<file path="config.mk">
export PLATFORM = sky130hd
export DESIGN_NAME = issue_scheduler
export DESIGN_NICKNAME = d
export VERILOG_FILES = /design/src/rtl/issue_scheduler_pkg.sv /design/src/rtl/issue_age_picker.sv /design/src/rtl/issue_scheduler.sv
export SDC_FILE = /design/constraint.sdc
export NUM_CORES = 1
export LEC_CHECK = 0
export CORE_MARGIN = 5
export CORE_UTILIZATION = 40
export CTS_BUF_LIST = sky130_fd_sc_hd__clkbuf_8
export DETAILED_ROUTE_END_ITERATION = 8
export SYNTH_ARGS = -nofsm -noshare
export SYNTH_HDL_FRONTEND = slang
export SYNTH_HIERARCHICAL = 1
export SYNTH_SLANG_ARGS = --single-unit
</file>
<file path="constraint.sdc">
create_clock -name clk -period 97.3 [get_ports clk]
set_clock_uncertainty 0.05 [all_clocks]
set_input_delay 14.595 -clock clk [delete_from_list [all_inputs] [get_ports clk]]
set_output_delay 14.595 -clock clk [all_outputs]
set_load 0.05 [all_outputs]
</file>
<file path="src/rtl/issue_scheduler_pkg.sv">
// rtl/issue_scheduler_pkg.sv - shared constants, types and age helper for the issue scheduler
//
// Purpose: sizing constants for the RS scan, FU count and ROB indexing, plus
// the modular ROB age function used by every select stage.
// Ports: none (package).

package issue_scheduler_pkg;

   localparam int RS_ENTRIES   = 16;
   localparam int NUM_FU       = 3;
   localparam int ROB_IDX_W    = 6;
   localparam int LAT_W        = 3;
   localparam int LS_PER_CYCLE = 1;
   localparam int RS_IDX_W     = $clog2(RS_ENTRIES);
   // Wide enough to count LS grants across every slot in one cycle.
   localparam int LS_CNT_W     = $clog2(NUM_FU + 1);

   typedef logic [ROB_IDX_W-1:0] rob_idx_t;
   typedef logic [RS_IDX_W-1:0]  rs_idx_t;
   typedef logic [LAT_W-1:0]     lat_t;

   // Distance from the ROB head; wraps naturally in ROB_IDX_W bits.
   function automatic rob_idx_t rob_age(input rob_idx_t idx, input rob_idx_t head);
      return idx - head;
   endfunction

endpackage

</file>
<file path="src/rtl/issue_age_picker.sv">
// rtl/issue_age_picker.sv - combinational oldest-entry selector for one issue slot
//
// Purpose: from an eligible mask and per-entry ages, return the oldest
// entry. LS entries are ignored when ls_allowed is low.
// Ports:
//   eligible   in  RS_ENTRIES           candidate entries
//   is_ls      in  RS_ENTRIES           entry is a load/store address op
//   ages       in  RS_ENTRIES*ROB_IDX_W age per entry, entry e at [e*ROB_IDX_W +: ROB_IDX_W]
//   ls_allowed in  1                    LS entries may still be picked
//   pick_idx   out RS_IDX_W             index of the oldest candidate
//   found      out 1                    a candidate exists

module issue_age_picker
   import issue_scheduler_pkg::*;
(
   input  logic [RS_ENTRIES-1:0]           eligible,
   input  logic [RS_ENTRIES-1:0]           is_ls,
   input  logic [RS_ENTRIES*ROB_IDX_W-1:0] ages,
   input  logic                            ls_allowed,
   output logic [RS_IDX_W-1:0]             pick_idx,
   output logic                            found
);

   logic [ROB_IDX_W-1:0] best_age;

   // Strict less-than keeps the lower index on equal ages.
   always_comb begin
      pick_idx = '0;
      found    = 1'b0;
      best_age = '0;
      for (int e = 0; e < RS_ENTRIES; e++) begin
         if (eligible[e] && (ls_allowed || !is_ls[e])) begin
            if (!found || (ages[e*ROB_IDX_W +: ROB_IDX_W] < best_age)) begin
               found    = 1'b1;
               best_age = ages[e*ROB_IDX_W +: ROB_IDX_W];
               pick_idx = RS_IDX_W'(e);
            end
         end
      end
   end

endmodule

</file>
<file path="src/rtl/issue_scheduler.sv">
// rtl/issue_scheduler.sv - oldest-first RS-to-FU issue select with FU occupancy tracking
//
// Purpose: each cycle bind up to NUM_FU ready RS entries to free FUs in
// ascending FU order, oldest ROB age first, limited to LS_PER_CYCLE LS ops.
// Grants are registered; per-FU busy counters and a one-cycle grant mask
// keep FUs and RS entries from being double-issued.
// Ports:
//   clk, reset     clock, asynchronous active-high reset
//   flush          synchronous squash of grants, busy counters and mask
//   entry_ready    per-entry ready (valid with operands ready)
//   entry_is_ls    per-entry load/store flag
//   entry_rob_idx  per-entry ROB index, packed
//   entry_latency  per-entry FU occupancy cycles, packed
//   rob_head       oldest ROB index
//   fu_ready       per-FU availability
//   issue_valid    per-slot grant pulse (registered)
//   issue_entry    per-slot granted RS entry, packed
//   issue_is_ls    per-slot granted op is load/store
//   fu_busy        per-FU busy counter nonzero

module issue_scheduler
   import issue_scheduler_pkg::*;
(
   input  logic                            clk,
   input  logic                            reset,
   input  logic                            flush,
   input  logic [RS_ENTRIES-1:0]           entry_ready,
   input  logic [RS_ENTRIES-1:0]           entry_is_ls,
   input  logic [RS_ENTRIES*ROB_IDX_W-1:0] entry_rob_idx,
   input  logic [RS_ENTRIES*LAT_W-1:0]     entry_latency,
   input  logic [ROB_IDX_W-1:0]            rob_head,
   input  logic [NUM_FU-1:0]               fu_ready,
   output logic [NUM_FU-1:0]               issue_valid,
   output logic [NUM_FU*RS_IDX_W-1:0]      issue_entry,
   output logic [NUM_FU-1:0]               issue_is_ls,
   output logic [NUM_FU-1:0]               fu_busy
);

   logic [NUM_FU-1:0]               issue_valid_q, issue_valid_d;
   logic [NUM_FU*RS_IDX_W-1:0]      issue_entry_q, issue_entry_d;
   logic [NUM_FU-1:0]               issue_is_ls_q, issue_is_ls_d;
   logic [NUM_FU*LAT_W-1:0]         busy_cnt_q, busy_cnt_d;
   logic [RS_ENTRIES-1:0]           grant_mask_q, grant_mask_d;

   logic [RS_ENTRIES*ROB_IDX_W-1:0] ages;
   logic [RS_ENTRIES-1:0]           elig_base;
   logic [NUM_FU-1:0]               fu_free;
   logic [NUM_FU-1:0]               slot_grant;
   logic [NUM_FU*RS_IDX_W-1:0]      slot_pick;
   logic [NUM_FU*LAT_W-1:0]         slot_lat;
   logic [NUM_FU-1:0]               slot_ls;

   always_comb begin
      ages = '0;
      for (int e = 0; e < RS_ENTRIES; e++) begin
         ages[e*ROB_IDX_W +: ROB_IDX_W] = rob_age(entry_rob_idx[e*ROB_IDX_W +: ROB_IDX_W], rob_head);
      end
   end

   // Entries granted on the last edge are still visible as ready while the
   // RS clears them; hide them for exactly that one cycle.
   assign elig_base = entry_ready & ~grant_mask_q;

   always_comb begin
      fu_free = '0;
      for (int f = 0; f < NUM_FU; f++) begin
         fu_free[f] = fu_ready[f] && (busy_cnt_q[f*LAT_W +: LAT_W] == '0);
      end
   end

   // Select cascade: stage f sees what earlier stages left over. Each stage
   // keeps its own chain signals so no vector feeds back into itself.
   for (genvar f = 0; f < NUM_FU; f++) begin : g_stage
      logic [RS_ENTRIES-1:0] elig_in;
      logic [RS_ENTRIES-1:0] elig_out;
      logic [LS_CNT_W-1:0]   ls_in;
      logic [LS_CNT_W-1:0]   ls_out;
      logic [RS_IDX_W-1:0]   pick;
      logic                  found;
      logic                  grant;
      logic                  ls_allowed;

      if (f == 0) begin : g_head
         assign elig_in = elig_base;
         assign ls_in   = '0;
      end else begin : g_tail
         assign elig_in = g_stage[f-1].elig_out;
         assign ls_in   = g_stage[f-1].ls_out;
      end

      assign ls_allowed = (ls_in < LS_CNT_W'(LS_PER_CYCLE));

      issue_age_picker u_picker (
         .eligible   (elig_in),
         .is_ls      (entry_is_ls),
         .ages       (ages),
         .ls_allowed (ls_allowed),
         .pick_idx   (pick),
         .found      (found)
      );

      assign grant    = fu_free[f] & found & ~flush;
      assign elig_out = grant ? (elig_in & ~(RS_ENTRIES'(1) << pick)) : elig_in;
      assign ls_out   = (grant && entry_is_ls[pick]) ? (ls_in + LS_CNT_W'(1)) : ls_in;

      assign slot_grant[f]                      = grant;
      assign slot_pick[f*RS_IDX_W +: RS_IDX_W]  = pick;
      assign slot_lat[f*LAT_W +: LAT_W]         = entry_latency[pick*LAT_W +: LAT_W];
      assign slot_ls[f]                         = entry_is_ls[pick];
   end

   always_comb begin
      issue_valid_d = slot_grant;
      issue_entry_d = issue_entry_q;
      issue_is_ls_d = issue_is_ls_q;
      busy_cnt_d    = busy_cnt_q;
      grant_mask_d  = '0;
      for (int f = 0; f < NUM_FU; f++) begin
         if (slot_grant[f]) begin
            grant_mask_d[slot_pick[f*RS_IDX_W +: RS_IDX_W]] = 1'b1;
            issue_entry_d[f*RS_IDX_W +: RS_IDX_W]          = slot_pick[f*RS_IDX_W +: RS_IDX_W];
            issue_is_ls_d[f]                               = slot_ls[f];
            // A zero-latency op still occupies its FU for one cycle.
            if (slot_lat[f*LAT_W +: LAT_W] == '0) begin
               busy_cnt_d[f*LAT_W +: LAT_W] = LAT_W'(1);
            end else begin
               busy_cnt_d[f*LAT_W +: LAT_W] = slot_lat[f*LAT_W +: LAT_W];
            end
         end else if (busy_cnt_q[f*LAT_W +: LAT_W] != '0) begin
            busy_cnt_d[f*LAT_W +: LAT_W] = busy_cnt_q[f*LAT_W +: LAT_W] - LAT_W'(1);
         end
      end
      // Grants are already suppressed under flush, which also empties the mask.
      if (flush) begin
         busy_cnt_d = '0;
      end
   end

   always_ff @(posedge clk or posedge reset) begin
      if (reset) begin
         issue_valid_q <= '0;
         issue_entry_q <= '0;
         issue_is_ls_q <= '0;
         busy_cnt_q    <= '0;
         grant_mask_q  <= '0;
      end else begin
         issue_valid_q <= issue_valid_d;
         issue_entry_q <= issue_entry_d;
         issue_is_ls_q <= issue_is_ls_d;
         busy_cnt_q    <= busy_cnt_d;
         grant_mask_q  <= grant_mask_d;
      end
   end

   assign issue_valid = issue_valid_q;
   assign issue_entry = issue_entry_q;
   assign issue_is_ls = issue_is_ls_q;

   always_comb begin
      fu_busy = '0;
      for (int f = 0; f < NUM_FU; f++) begin
         fu_busy[f] = (busy_cnt_q[f*LAT_W +: LAT_W] != '0);
      end
   end

endmodule
</file>
# Word level (Yosys, flattened, before mapping)
# Index checks and enable logic that the tools add are counted.
[classes] n_bitwise=15 n_addsub=20 n_lt_le_gt_ge=53 n_mux=299 n_shift=5 reduce_logical=190 multipliers=3
[op_table] operator="6-bit 2-to-1 mux" n=87
[op_table] operator="4-bit 2-to-1 mux" n=87
[op_table] operator="6-bit < comparator" n=45
[op_table] operator="48-bit by 7-bit indexed part select with 3-bit output" n=3
[op_table] operator="1-bit 2-to-1 mux" n=103
[op_table] operator="6-bit subtractor" n=16
[op_table] operator="16-bit 2-to-1 mux" n=5
[op_table] operator="1-bit logical OR" n=77
[op_table] operator="1-bit logical NOT" n=61
[op_table] operator="16-bit bitwise AND" n=3
[op_table] operator="16-bit NOT" n=3
[op_table] operator="1-bit logical AND" n=40
[op_table] operator="16-bit bitwise OR" n=2
[op_table] operator="1-bit by 4-bit << shifter with 16-bit output (first input constant)" n=2
[op_table] operator="3-bit 2-to-1 mux" n=9
[op_table] operator="3-bit logical NOT" n=6
[op_table] operator="4-bit by 2-bit multiplier with 6-bit output (second input constant)" n=3
[op_table] operator="3-bit nonzero test" n=6
[op_table] operator="4-bit by 5-bit < comparator with 1-bit output (second input constant)" n=3
[op_table] operator="1-bit binary-select mux with 4-bit select" n=3
[op_table] operator="1-bit demux with 4-bit select" n=3
[op_table] operator="4-bit by 1-bit greater-or-equal comparator with 1-bit output (second input constant)" n=3
[op_table] operator="9-bit 2-to-1 mux" n=1
[op_table] operator="3-bit by 1-bit subtractor with 3-bit output (second input constant)" n=3
[op_table] operator="other kinds (6)" n=11
[word_totals] register_bits=43 elab_cells=596

# Longest topological paths before layout
[depth] word_depth=205 mapped_depth=467 depth_no_buf=437

# Modules after synthesis
# The synthesis kept the hierarchy.
[modules_own_cells] module="issue_age_picker (g_stage[0].u_picker ...)" cells_each=642 seq_area_each_um2=0.0 area_per_inst_um2=4396.7 instances=2
[modules_own_cells] module="issue_scheduler" cells_each=762 seq_area_each_um2=1076.0 area_per_inst_um2=6920.4 instances=1
[modules_own_cells] module="issue_age_picker (g_stage[1].u_picker)" cells_each=628 seq_area_each_um2=0.0 area_per_inst_um2=4266.6 instances=1

# Least setup slack after synthesis
# OpenSTA, ideal clock, no wires.
[synth_timing] kind="input port to flip-flop" from="in rob_head[1]" to="reg issue_is_ls_q[2] (netlist: issue_is_ls[2])" required_ps=97132 n_path_buf=27 cell_stages=429 t_arrival_ps=94757 setup_ps=118 setup_slack_ps=2375 cell_sequence="inv_1 -> ha_1 -> nor2b_1 -> o21ai_0 -> nand2b_1 -> a21o_1 -> a21oi_1 -> xnor2_1 -> nand2_1 -> ha_1 -> a211oi_1 -> nand2_1 -> o211ai_2 -> and2_1 -> clkbuf_1 -> nand2_1 -> o21ai_0 -> inv_1 -> [... 393 more ...] -> nor4_1 -> a21oi_4 -> mux2_4 -> ha_1 -> a21o_1 -> a21o_1 -> a21oi_1 -> nor2_1 -> nor3_1 -> a21boi_0 -> nand2_1 -> and3_1 -> mux2i_1 -> buf_2 -> mux4_2 -> mux4_2 -> nand2_1 -> nand2_1"
[synth_via] elab_chain_cells=200
[synth_lines] element="from (decl)" line_no="issue_scheduler.sv:31" text="input logic [ROB_IDX_W-1:0] rob_head,"
[synth_lines] element="6-bit subtractor (*)" line_no="issue_scheduler_pkg.sv:24" text="return idx - head;"
[synth_lines] element="net ages[5]" line_no="issue_scheduler.sv:45" text="logic [RS_ENTRIES*ROB_IDX_W-1:0] ages;"
[synth_lines] element="6-bit 2-to-1 mux (*)" line_no="issue_age_picker.sv:32" text="if (eligible[e] && (ls_allowed || !is_ls[e])) begin"
[synth_lines] element="6-bit < comparator" line_no="issue_age_picker.sv:33" text="if (!found || (ages[e*ROB_IDX_W +: ROB_IDX_W] < best_age)) begin"
[synth_lines] element="1-bit logical OR" line_no="issue_age_picker.sv:33"
[synth_lines] element="6-bit 2-to-1 mux or 1-bit 2-to-1 mux (tied branches)" line_no="issue_age_picker.sv:33"
[synth_lines] element="6-bit 2-to-1 mux or 1-bit 2-to-1 mux (tied branches)" line_no="issue_age_picker.sv:32"
[synth_lines] element="6-bit < comparator or 1-bit logical NOT (tied branches)" line_no="issue_age_picker.sv:33"
[synth_lines] element="[... 55 more ...]"
[synth_lines] element="net g_stage[0].pick[0]" line_no="issue_scheduler.sv:78" text="logic [RS_IDX_W-1:0] pick;"
[synth_lines] element="[... 5 more ...]"
[synth_lines] element="net g_stage[1].ls_allowed" line_no="issue_scheduler.sv:81" text="logic ls_allowed;"
[synth_lines] element="[... 63 more ...]"
[synth_lines] element="net g_stage[1].pick[0]" line_no="issue_scheduler.sv:78"
[synth_lines] element="[... 5 more ...]"
[synth_lines] element="net g_stage[2].ls_allowed" line_no="issue_scheduler.sv:81"
[synth_lines] element="[... 58 more ...]"
[synth_lines] element="6-bit 2-to-1 mux or 1-bit 2-to-1 mux (tied branches)" line_no="issue_age_picker.sv:32"
[synth_lines] element="6-bit < comparator or 1-bit logical NOT (tied branches)" line_no="issue_age_picker.sv:33"
[synth_lines] element="1-bit logical OR" line_no="issue_age_picker.sv:33"
[synth_lines] element="4-bit 2-to-1 mux" line_no="issue_age_picker.sv:33"
[synth_lines] element="4-bit 2-to-1 mux (*)" line_no="issue_age_picker.sv:32"
[synth_lines] element="net g_stage[2].pick[0]" line_no="issue_scheduler.sv:78"
[synth_lines] element="1-bit binary-select mux with 4-bit select (*)" line_no="issue_scheduler.sv:109" text="assign slot_ls[f] = entry_is_ls[pick];"
[synth_lines] element="1-bit 2-to-1 mux (not written as such) (*)" line_no="issue_scheduler.sv:109"
[synth_lines] element="to (signal assigned)" line_no="issue_scheduler.sv:149" text="issue_is_ls_q <= issue_is_ls_d;"
[synth_lines] element="to (decl)" line_no="issue_scheduler.sv:41" text="logic [NUM_FU-1:0] issue_is_ls_q, issue_is_ls_d;"
# Mark *: on every way through the listed nets, which the timed path passes. The rest lies on a longest branch. The select of a mux whose other input is x is not followed.
# A chain may end at the register's enable or synchronous reset.

# Worst setup path after layout
# Ends and elaborated chain as after synthesis.

==> results.cfg <==
[grt]
overflow = 0
grt_util_all_layers_pct = 27.0
grt_pass1_wl_um = 118000
antenna_found_initial = 2
grt_pass1_vias = 21412
grt_max_degree = 44

[routing]
top_layer_used = met5
drt-total-wl_um = 79900
via_count = 22538
drc = 0
first_pass_iters = 7
ant_nets = 0
wire_per_inst_um = 21.2
viasPerCell = 5.97
wl_met3_um = 4040
met1_length_um = 34100
drtIter0Drc = 1786
wl_met2_um = 38800

[setup_path]
crit_required_ps = 97440
startpoint_type = input pin
r2r-start = grant_mask_q[0]$_DFF_PP0_
slowest_stage = mux4_2
worstSetupStartpoint = rob_head[1]
cp-end-kind = flop
r2r_cells = 415
cp_slowest_stage_delay_ps = 560
crit_type = input pin to flop
cp.arrival_ps = 93860
worst-path-max-fanout = 9
crit_top_cell = ha_1

[status]
status = finished clean

[synthesis]
synth_area_leaders = ha_1 17%, inv_1 6.4%, dfrtp_1 5.4%
synth.most_common_cell = inv_1
ys_ff_latch = 43
yosysWarnings = 6
synth_cell_types = 119
synth.top_cell.area_share_pct = 16.8
synth_ff_type = dfrtp_1
seq_area_frac_synth_pct = 5.39
postSynthCellCount = 2674
avgSynthCellArea_um2 = 7.47
syn_area_um2 = 20000
synth_top_area_cell = ha_1
synthArstFlopShare_pct = 100
synth_commonest_cells = 339 x inv_1, 269 x ha_1, 230 x nand2_1
synth_edf_count = 0

[clocking]
clkTransAtPathRegs_ps = 80
cts-root-buf = clkbuf_8
clock_latency_ps = 300
cts_tree = yes
ctsHoldBuffers = 0
clock_path_buffers = 2
cts.sink_count = 43
htree_num_levels = 2
numCtsBuffers = 5

[sta]
hold_viol = 0
post-route-period-util_pct = 96.3
max_freq_ghz = 0.0107
timing.hold.ws_ps = 427
slew_viol_final = 0
tns_ps = 0
worstMarginPinSlew_ps = 1200
setup_viol = 0
max_slew_margin_pct = 19.1
fin_crit_ps = 93720

[min_path]
worstHoldStart = issue_is_ls[2]$_DFFE_PP0N_
hold_class = flop to flop
holdPathStages = 2

[placement]
dpl.cell_count = 3670
place_area_um2 = 24000
portBuffers = 208
gp_congestion = 0.988
dp_hpwl_um = 64800

[layout]
drive_gt1_share_pct = 20.0
num-nets-final = 3573
final_cells = 3774
area.growth.synth_to_final_pct = 28.7
design_area_um2 = 25700

[floorplanning]
rows = 82
dieArea_um2 = 54500
die_w_um = 233
die_h_um = 233
initial_core_util_pct = 40.2
ios = 209
core_area_um2 = 49800

[flow_run]
maxCapViolCount = 0
-- cells by family after synthesis --
family | share of synthesized area (%)
AO/OA/AOI/OAI | 31.1
XOR/XNOR | 4.30
adder cells (fa/ha/maj) | 18.5
buffers and inverters | 8.25
flip-flops | 5.39
multiplexers | 12.4
other | 0.0188
AND/OR/NAND/NOR | 20.1
-- per-stage QoR --
step / setup WS, ps / util (%)
global placement: 328 / 48.1
floorplan: 2380 / -
finish: 3580 / 51.7
global route: -703 / 51.7
CTS: 63.3 / 48.6
detailed placement: -1080 / 48.1
-- what timing repair did --
item	CTS	global route
pin swaps	2	98
resized for setup	10	227
gates cloned	0	4
setup buffers	9	82
endpoints found under the setup margin	21	24
-- layout make-up --
type / count / area [um^2]
Clock buffer: 5 / 68.8
Multi-Input combinational cell: 2226 / 18200
Sequential cell: 43 / 1080
Inverter: 345 / 1310
Tap cell: 672 / 841
Clock inverter: 3 / 43.8
Fill cell: 4880 / 24000
Antenna cell: 1 / 2.50
Timing Repair Buffer: 479 / 4190
-- final timing paths --
| kind | endpoint | slack [ps] |
|---|---|---|
| worst max-delay path | issue_is_ls[2]$_DFFE_PP0N_ | 3580 |
| worst min-delay path | issue_is_ls[2]$_DFFE_PP0N_ | 430 |
| worst max register to register | issue_is_ls[2]$_DFFE_PP0N_ | 18390 |
| worst min register to register | issue_is_ls[2]$_DFFE_PP0N_ | 430 |
| max in group asynchronous | busy_cnt_q[3]$_DFFE_PP0P_ | 82120 |
| min in group asynchronous | issue_entry[11]$_DFFE_PP0N_ | 14700 |
-- layout by cell type, fill, tap and decap left out, drive strengths merged, types with 36 or more instances in the layout --
| cell | instances |
|---|---|
| a21o | 78 |
| mux2 | 65 |
| xnor2 | 75 |
| nor3 | 36 |
| a211oi | 39 |
| ha | 269 |
| nor2b | 57 |
| nand3 | 52 |
| clkdlybuf4s50 | 208 |
| mux4 | 48 |
| o21ai | 218 |
| o211ai | 37 |
| nand2b | 36 |
| and2 | 44 |
| mux2i | 52 |
| inv | 341 |
| nand2 | 231 |
| nor2 | 177 |
| buf | 270 |
| dfrtp | 43 |
| a21oi | 179 |
-- critical path, delay by kind of cell --
kind,cells,cell delay (ps)
compound gates,189,34010
simple gates,102,15830
fa+ha+maj,46,12510
mux,30,9890
buf+inv,55,6660
xor+xnor,1,190
-- layer usage --
metal | vias up | global-route usage, %
met5 | - | 0
met4 | 2 | 8.44
met3 | 163 | 1.97
met2 | 790 | 47.5
met1 | 10844 | 35.2
li1 | 10739 | -
-- registers in the layout, indices dropped and copies added, names as in the netlist --
signal,cells
issue_valid,3
issue_entry,12
grant_mask_q,16
issue_is_ls,3
busy_cnt_q,9
Power is left out: the tool's default activity adds up to more than one toggle a clock period on the data nets, which glitch-free logic cannot reach.
